[src/rtl/decode_queue.sv]
// Decode stage for the 16-bit cpu: turns fetched instructions into control fields and buffers
// them in a small valid/ready queue. An EXT prefix supplies the upper immediate byte of the next instruction.

package cpu_common;
    typedef enum logic [2:0] {
        ALU_SL  = 3'd0,
        ALU_SR  = 3'd1,
        ALU_ADD = 3'd2,
        ALU_SUB = 3'd3,
        ALU_AND = 3'd4,
        ALU_OR  = 3'd5,
        ALU_XOR = 3'd6,
        ALU_MUL = 3'd7
    } alu_operation_t;
endpackage

module decode_queue #(
    parameter int DEPTH        = 2,
    parameter bit EXT_EN       = 1'b1,
    parameter bit ILLEGAL_TRAP = 1'b1
) (
    input  logic                          clk,
    input  logic                          rst,
    input  logic                          flush,
    input  logic                          in_valid,
    output logic                          in_ready,
    input  logic [15:0]                   inst,
    output logic                          out_valid,
    input  logic                          out_ready,
    output logic [15:0]                   immediate,
    output logic [1:0]                    inst_type,
    output logic [2:0]                    subop,
    output logic [2:0]                    rf_write_addr,
    output logic [2:0]                    rX_addr,
    output logic                          rf_we,
    output logic                          rx_re,
    output cpu_common::alu_operation_t    alu_operation,
    output logic [1:0]                    wb_src,
    output logic                          illegal,
    output logic [$clog2(DEPTH):0]        count
);

    localparam int PW = $clog2(DEPTH);
    localparam int CW = PW + 1;
    localparam logic [CW-1:0] DEPTH_C = CW'(DEPTH);

    localparam logic [1:0] ST_IDLE   = 2'd0;
    localparam logic [1:0] ST_PREFIX = 2'd1;
    localparam logic [1:0] ST_TRAP   = 2'd2;

    localparam logic [1:0] WB_ALU = 2'd0;
    localparam logic [1:0] WB_MEM = 2'd1;
    localparam logic [1:0] WB_REG = 2'd2;
    localparam logic [1:0] WB_IMM = 2'd3;

    typedef struct packed {
        logic [15:0] imm;
        logic [1:0]  typ;
        logic [2:0]  sub;
        logic [2:0]  wr;
        logic [2:0]  rx;
        logic        we;
        logic        re;
        logic [1:0]  wb;
        logic        ill;
    } entry_t;

    entry_t          slot_reg [DEPTH];
    logic [PW-1:0]   wr_ptr_reg;
    logic [PW-1:0]   rd_ptr_reg;
    logic [CW-1:0]   count_reg;
    logic [CW-1:0]   count_next;
    logic [7:0]      hi_reg;
    logic [1:0]      state_reg;
    logic [1:0]      state_next;
    logic [7:0]      hi_next;

    entry_t          dec;
    entry_t          head;
    logic            is_ext;
    logic            accept;
    logic            push;
    logic            pop;

    assign is_ext = EXT_EN && (inst[1:0] == 2'b00) && (inst[4:2] == 3'b111);

    // rst is folded in so in_ready stays low for the whole reset pulse
    assign in_ready = !rst && !flush && (count_reg < DEPTH_C) && (state_reg != ST_TRAP);
    assign accept   = in_valid && in_ready;
    assign push     = accept && !is_ext;
    assign out_valid = (count_reg != '0);
    assign pop      = out_valid && out_ready && !flush;

    always_comb begin
        dec     = '0;
        dec.imm = {(state_reg == ST_PREFIX) ? hi_reg : 8'h00, inst[15:8]};
        dec.typ = inst[1:0];
        dec.sub = inst[4:2];
        case (inst[1:0])
            2'b01: begin
                case (inst[4:2])
                    3'b000: begin
                        dec.re = 1'b1;
                        dec.rx = inst[7:5];
                    end
                    3'b001: begin
                        dec.we = 1'b1;
                        dec.wr = inst[7:5];
                        dec.wb = WB_MEM;
                    end
                    default: begin
                        dec.we = 1'b1;
                        dec.re = 1'b1;
                        dec.rx = inst[7:5];
                        dec.wb = WB_ALU;
                    end
                endcase
            end
            2'b10: begin
                dec.we = 1'b1;
                dec.re = 1'b1;
                dec.wr = inst[7:5];
                dec.rx = inst[7:5];
                dec.wb = WB_IMM;
            end
            2'b11: begin
                case (inst[7:2])
                    6'b100000: begin
                        dec.we = 1'b1;
                        dec.wr = inst[10:8];
                        dec.re = 1'b1;
                        dec.wb = WB_REG;
                    end
                    6'b100001: begin
                        dec.we = 1'b1;
                        dec.re = 1'b1;
                        dec.rx = inst[10:8];
                        dec.wb = WB_REG;
                    end
                    6'b110000, 6'b110001: begin
                        dec.we = 1'b1;
                        dec.re = 1'b1;
                        dec.wb = WB_ALU;
                    end
                    default: dec.ill = 1'b1;
                endcase
            end
            default: ;
        endcase
    end

    always_comb begin
        count_next = count_reg;
        case ({push, pop})
            2'b10:   count_next = count_reg + 1'b1;
            2'b01:   count_next = count_reg - 1'b1;
            default: count_next = count_reg;
        endcase
    end

    // Any accepted non-EXT instruction consumes the pending prefix byte
    always_comb begin
        state_next = state_reg;
        hi_next    = hi_reg;
        if (accept) begin
            if (is_ext) begin
                hi_next    = inst[15:8];
                state_next = ST_PREFIX;
            end else begin
                hi_next    = 8'h00;
                state_next = (ILLEGAL_TRAP && dec.ill) ? ST_TRAP : ST_IDLE;
            end
        end
    end

    always_ff @(posedge clk or posedge rst) begin
        if (rst) begin
            wr_ptr_reg <= '0;
            rd_ptr_reg <= '0;
            count_reg  <= '0;
            hi_reg     <= 8'h00;
            state_reg  <= ST_IDLE;
        end else if (flush) begin
            wr_ptr_reg <= '0;
            rd_ptr_reg <= '0;
            count_reg  <= '0;
            hi_reg     <= 8'h00;
            state_reg  <= ST_IDLE;
        end else begin
            if (push)
                wr_ptr_reg <= wr_ptr_reg + 1'b1;
            if (pop)
                rd_ptr_reg <= rd_ptr_reg + 1'b1;
            count_reg <= count_next;
            hi_reg    <= hi_next;
            state_reg <= state_next;
        end
    end

    genvar gi;
    generate
        for (gi = 0; gi < DEPTH; gi++) begin : g_slot
            always_ff @(posedge clk or posedge rst) begin
                if (rst)
                    slot_reg[gi] <= '0;
                else if (push && (wr_ptr_reg == PW'(gi)))
                    slot_reg[gi] <= dec;
            end
        end
    endgenerate

    assign head          = slot_reg[rd_ptr_reg];
    assign immediate     = head.imm;
    assign inst_type     = head.typ;
    assign subop         = head.sub;
    assign rf_write_addr = head.wr;
    assign rX_addr       = head.rx;
    assign rf_we         = head.we;
    assign rx_re         = head.re;
    assign wb_src        = head.wb;
    assign illegal       = head.ill;
    assign alu_operation = cpu_common::alu_operation_t'(head.sub);
    assign count         = count_reg;

endmodule

[config.mk]
export PLATFORM = sky130hd
export DESIGN_NAME = decode_queue
export DESIGN_NICKNAME = d
export VERILOG_FILES = /design/src/rtl/decode_queue.sv
export SDC_FILE = /design/constraint.sdc
export NUM_CORES = 1
export LEC_CHECK = 0
export BUFFER_PORTS_ARGS = -buffer_cell sky130_fd_sc_hd__buf_2
export CAP_MARGIN = 20
export CORE_UTILIZATION = 55
export DETAILED_ROUTE_END_ITERATION = 6
export PLACE_DENSITY = 0.78
export SYNTH_ARGS = -nofsm -noshare
export SYNTH_HDL_FRONTEND = slang
export SYNTH_SLANG_ARGS = --single-unit
[constraint.sdc]
create_clock -name clk -period 2.85 [get_ports clk]
set_input_delay 0.57 -clock clk [delete_from_list [all_inputs] [get_ports clk]]
set_output_delay 0.57 -clock clk [all_outputs]
set_load 0.005 [all_outputs]
==> results.json, run 1 <==
{
  "ys_ff_latch": 78,
  "first_iter_violations": 127,
  "crit_arrival_ns": 2.55,
  "crit_path_start_kind": "register",
  "min_period_over_period": 0.8109,
  "path_max_fanout": 14,
  "post_cts_resized": 0,
  "worstRegToRegCells": 4,
  "post-route-util": 0.6597,
  "grt_pass1_vias": 2336,
  "clock_power_share": 0.311,
  "powerDensity_mw_per_mm2": 612.7,
  "r2r_start": "state_reg[1]",
  "vias": 2315,
  "first_pass_iters": 4,
  "nets": 345,
  "p_sw_w": 0.0006582,
  "core-area_mm2": 0.006386,
  "placementRows": 29,
  "via_per_inst": 5.702,
  "clk_pin_slew_ns": 0.07,
  "root_buffer": "clkbuf_8",
  "diodes": 0,
  "slew_headroom": 0.4832,
  "postCtsHoldBufs": 0,
  "rr_endpoint": "slot_reg[47]",
  "swShare": 0.2550,
  "syn_area_per_cell_um2": 13.88,
  "fin_tns_setup_ns": 0,
  "worstSetupEndpointType": "register",
  "syn_nets": 285,
  "syn_to_final_growth_pct": 14.95,
  "die_h_um": 83.63,
  "power_leakage_nw": 2.118,
  "io_pins": 60,
  "synth_area_mm2": 0.003665,
  "initial_core_util": 0.5739,
  "yosysUniqueCellTypes": 36,
  "die_width_um": 83.63,
  "crit_required_ns": 3.09,
  "drcViolationCount": 0,
  "cap_violations": 0,
  "finalSetupViolations": 0,
  "r2r_slack_ns": 0.54,
  "detail_route.wirelength_um": 6919,
  "clk_path_buf_depth": 2,
  "fin_crit_ns": 2.311,
  "critical_path.startpoint": "state_reg[1]",
  "fmax_ghz": 0.4327,
  "hold_violations": 0,
  "clock_sinks": 78,
  "grt_usage": 0.2114,
  "power_frac_seq": 0.506,
  "hpwl_um": 4640,
  "rsz0062_at_grt": "false",
  "port_buffers": 59,
  "yosys.cell_count.top_type": "mux2_2",
  "async_flop_share": 1.000,
  "worstSkewPairLatency_ns": 0.35,
  "wire_per_inst_um": 17.04,
  "slew_violations": 0,
  "postRouteAntennaNets": 0,
  "synth_common_cells": "mux2_2, dfrtp_1, a22o_1",
  "yosysWarnings": 0,
  "ys_top_cells_by_area": "dfrtp_1, mux2_2, mux2_4",
  "routabilityCongestion": 0.7796,
  "post_cts_buffers": 0,
  "crit_path_end": "slot_reg[47]",
  "yosysSeqAreaShare": 0.5326,
  "grt_max_degree": 79,
  "worst-slew-pin-transition_ns": 0.7753,
  "vdd_ir_drop_max_mv": 0.3368,
  "tritoncts": "built",
  "hp-class": "in2async",
  "largest_reg_flops": 64,
  "yosysTopAreaCellShare": 0.5326,
  "cts_made_buffers": 9,
  "dieArea_mm2": 0.006994,
  "ys.flop_type": "dfrtp_1",
  "finClkSkew_ns": 0.005449,
  "antenna_found_initial": 0,
  "grt-ovfl-total": 0,
  "grt_pass1_wl_um": 11440,
  "synth_largest_area_cell": "dfrtp_1",
  "drive_gt1_frac": 0.5623,
  "synthCells": 264,
  "p_int_w": 0.001923,
  "power_frac_comb": 0.183,
  "cts-htree-levels": 3,
  "critical_path_class": "reg2reg",
  "synth_edf_count": 0,
  "status": "complete, no violations"
}
[power by group through the flow]
stage / clock [W] / sequential [W] / combinational (W)
floorplan: 0 / 0.00130 / 0.000336
global placement: 0 / 0.00132 / 0.000465
detailed placement: 0 / 0.00133 / 0.000477
CTS: 0.000812 / 0.00131 / 0.000479
global route: 0.000863 / 0.00133 / 0.000518
finish: 0.000802 / 0.00131 / 0.000472
[how the worst min path moves through the flow]
| stage | end | slack (ns) |
|---|---|---|
| 6_report | count[1] | 0.33 |
| 5_1_grt | hi_reg[5] | 0.37 |
| 4_1_cts | slot_reg[21] | 0.35 |
| 3_5_place_dp | hi_reg[2] | 0.49 |
| 3_3_place_gp | slot_reg[0] | 0.47 |
| 2_1_floorplan | slot_reg[0] | 0.46 |
[layout make-up]
type | count | area (um^2)
clock buffer | 10 | 127.6
clock inverter | 6 | 62.56
fill | 494 | 2173
inverter | 2 | 7.507
multi-input combinational | 167 | 1607
sequential | 78 | 1952
tap | 77 | 96.34
timing repair buffer | 66 | 360.3
[routing by layer]
metal,vias to the layer above,part of all wire,global-route usage
met2,52,0.48,0.3341
met1,1170,0.46,0.2872
met3,15,0.035,0.03363
met5,-,0,0
li1,1078,-,-
met4,0,0.024,0.1017
[kinds of logic (layout without fill, tap and decap cells)]
kind of cell           Yosys count  in the layout  synth area share
XOR/XNOR                         1              1          0.002390
AND/OR/NAND/NOR                 41             41           0.07306
flip-flops                      78             78            0.5326
buffers and inverters           19             84           0.02902
multiplexers                    96             96            0.3042
AO/OA/AOI/OAI                   29             29           0.05873
[through the flow]
stage	instance area [um^2]	total power, W	instances	hold WS [ns]	setup WS [ns]
floorplan	3665	0.001640	264	0.4585	0.2850
global placement	4023	0.001785	390	0.4704	0.3736
detailed placement	4023	0.001803	390	0.4856	0.3263
CTS	4213	0.002597	406	0.3496	0.5370
global route	4213	0.002707	406	0.3743	0.4650
finish	4213	0.002581	406	0.3338	0.5389
[cell usage in the layout, fill, tap and decap left out, types with 5 or more instances in the layout]
cell	Yosys	final
a22o_1	14	14
buf_4	4	6
and2_1	9	9
o21ai_0	6	6
clkbuf_8	0	9
dfrtp_1	78	78
buf_2	4	59
mux2_4	9	9
nor2_1	5	5
mux2_2	86	86
[critical path, stage by stage, from the launching register on]
cell	delay, ns
dfrtp_1	0.40
nor2b_1	0.18
or4_4	0.53
or3_1	0.66
mux2_4	0.42
Power figures use the tool's default switching activity.
==> run 2, diff against run 1 <==
==> constraint.sdc (replaced) <==
create_clock -name clk -period 2.4 [get_ports clk]
set_input_delay 0.48 -clock clk [delete_from_list [all_inputs] [get_ports clk]]
set_output_delay 0.48 -clock clk [all_outputs]
set_load 0.005 [all_outputs]
==> results.json, run 2 (synthesized netlist as in run 1, its figures left out) <==
{
  "status": "complete, no violations",
  "clk_path_buf_depth": 2,
  "clock_sinks": 78,
  "critPathMaxStageDelay_ns": 0.56,
  "grt_pass1_wl_um": 11770,
  "worstSkewPairLatency_ns": 0.34,
  "final_cell_area_mm2": 0.004324,
  "cp_cell_sequence": "buf_12 > mux2_2 > buf_2",
  "first_pass_iters": 4,
  "cpLargestDelayFamily": "flip-flops",
  "grt_max_degree": 47,
  "worst-slew-pin-transition_ns": 0.5657,
  "multi_input_area_mm2": 0.001607,
  "root_buffer": "clkbuf_8",
  "hold_violations": 0,
  "diodes": 0,
  "power_leakage_nw": 2.177,
  "nets": 351,
  "routabilityCongestion": 0.7642,
  "core-area_mm2": 0.006386,
  "fmax_ghz": 0.4671,
  "post_cts_buffers": 0,
  "postRouteAntennaNets": 0,
  "seq_area_mm2": 0.001952,
  "drcViolationCount": 0,
  "rsz0062_at_grt": "false",
  "first_iter_violations": 157,
  "vdd_ir_drop_max_mv": 0.4235,
  "critical_path_class": "reg2out",
  "port_buffers": 59,
  "post_cts_resized": 0,
  "cts_made_buffers": 9,
  "slew_violations": 0,
  "detail_route.wirelength_um": 7040,
  "layout_commonest_cell": "mux2_2",
  "powerDensity_mw_per_mm2": 738.1,
  "io_pins": 60,
  "layout_common_cells": "mux2_2, dfrtp_1, buf_2, a22o_1, clkbuf_8",
  "largest_reg_flops": 64,
  "fin_crit_ns": 2.141,
  "die_h_um": 83.63,
  "path_max_fanout": 27,
  "dpl_cell_area_mm2": 0.004109,
  "crit_arrival_ns": 1.66,
  "initial_core_util": 0.5739,
  "die_width_um": 83.63,
  "wire_per_inst_um": 17.09,
  "hp-class": "in2async",
  "worstRegToRegCells": 5,
  "slowest_stage": "dfrtp_1",
  "post-route-util": 0.6771,
  "finalPower_w": 0.003192,
  "cap_violations": 0,
  "crit_required_ns": 1.92,
  "worstSetupEndpointType": "output pin",
  "postCtsHoldBufs": 0,
  "min_period_over_period": 0.8920,
  "antenna_found_initial": 0,
  "path_buf_inv": 2,
  "rr_endpoint": "slot_reg[49]",
  "crit_path_start_kind": "register",
  "via_per_inst": 5.677,
  "grt_usage": 0.2160,
  "clk_pin_slew_ns": 0.08,
  "drive_gt1_frac": 0.5672,
  "grt-ovfl-total": 0,
  "hpwl_um": 4760,
  "placementRows": 29,
  "dieArea_mm2": 0.006994,
  "grt_pass1_vias": 2361,
  "finClkSkew_ns": 0.01101,
  "n_fill_cell": 492,
  "syn_to_final_growth_pct": 17.99,
  "slew_headroom": 0.6194,
  "vias": 2339,
  "r2r_slack_ns": 0.36,
  "fin_tns_setup_ns": 0,
  "finalSetupViolations": 0,
  "r2r_start": "state_reg[1]",
  "tritoncts": "built",
  "cts-htree-levels": 3
}
[run 2: metal layers]
layer,up-vias,GRT usage,routed length (um)
met3,8,0.05242,194
met2,41,0.3348,3399
met1,1208,0.3002,3377
li1,1082,-,-
met4,0,0.07242,68
met5,-,0,0
[run 2: final cells by class]
type | instances | share of cell area
clock inverter | 4 | 0.01620
clock buffer | 12 | 0.03356
timing repair buffer | 72 | 0.1024
sequential | 78 | 0.4514
tap | 77 | 0.02228
multi-input combinational | 167 | 0.3715
inverter | 2 | 0.002604
[run 2: tightest hold or removal path: stages]
cell,delay [ns]
buf_2,0.14
clkinvlp_4,0.09
buf_12,0.24
[run 2: worst max path at each step]
stage,startpoint,to,slack (ns),cells past startpoint
after floorplan,flush,slot_reg[43],0.22,7
after CTS,rd_ptr_reg,immediate[2],0.22,3
after global placement,inst[4],slot_reg[40],0.19,5
final,rd_ptr_reg,immediate[2],0.26,3
after global routing,rd_ptr_reg,alu_operation[2],0.19,3
after detailed placement,inst[4],slot_reg[9],0.12,5
[run 2: metrics by stage]
step	setup slack, ns	instances	hold WS [ns]
after floorplan	0.2245	264	0.4585
after CTS	0.2192	412	0.2265
after global placement	0.1949	396	0.4679
final	0.2591	412	0.2391
after global routing	0.1891	412	0.2445
after detailed placement	0.1158	396	0.4802
[run 2: power by group]
part / internal [W] / leakage, nW / switching (W)
Clock: 0.000612 / 0.110 / 0.000452
Combinational: 0.000346 / 1.03 / 0.000226
Sequential: 0.00147 / 1.03 / 0.0000832
Total: 0.00243 / 2.18 / 0.000761
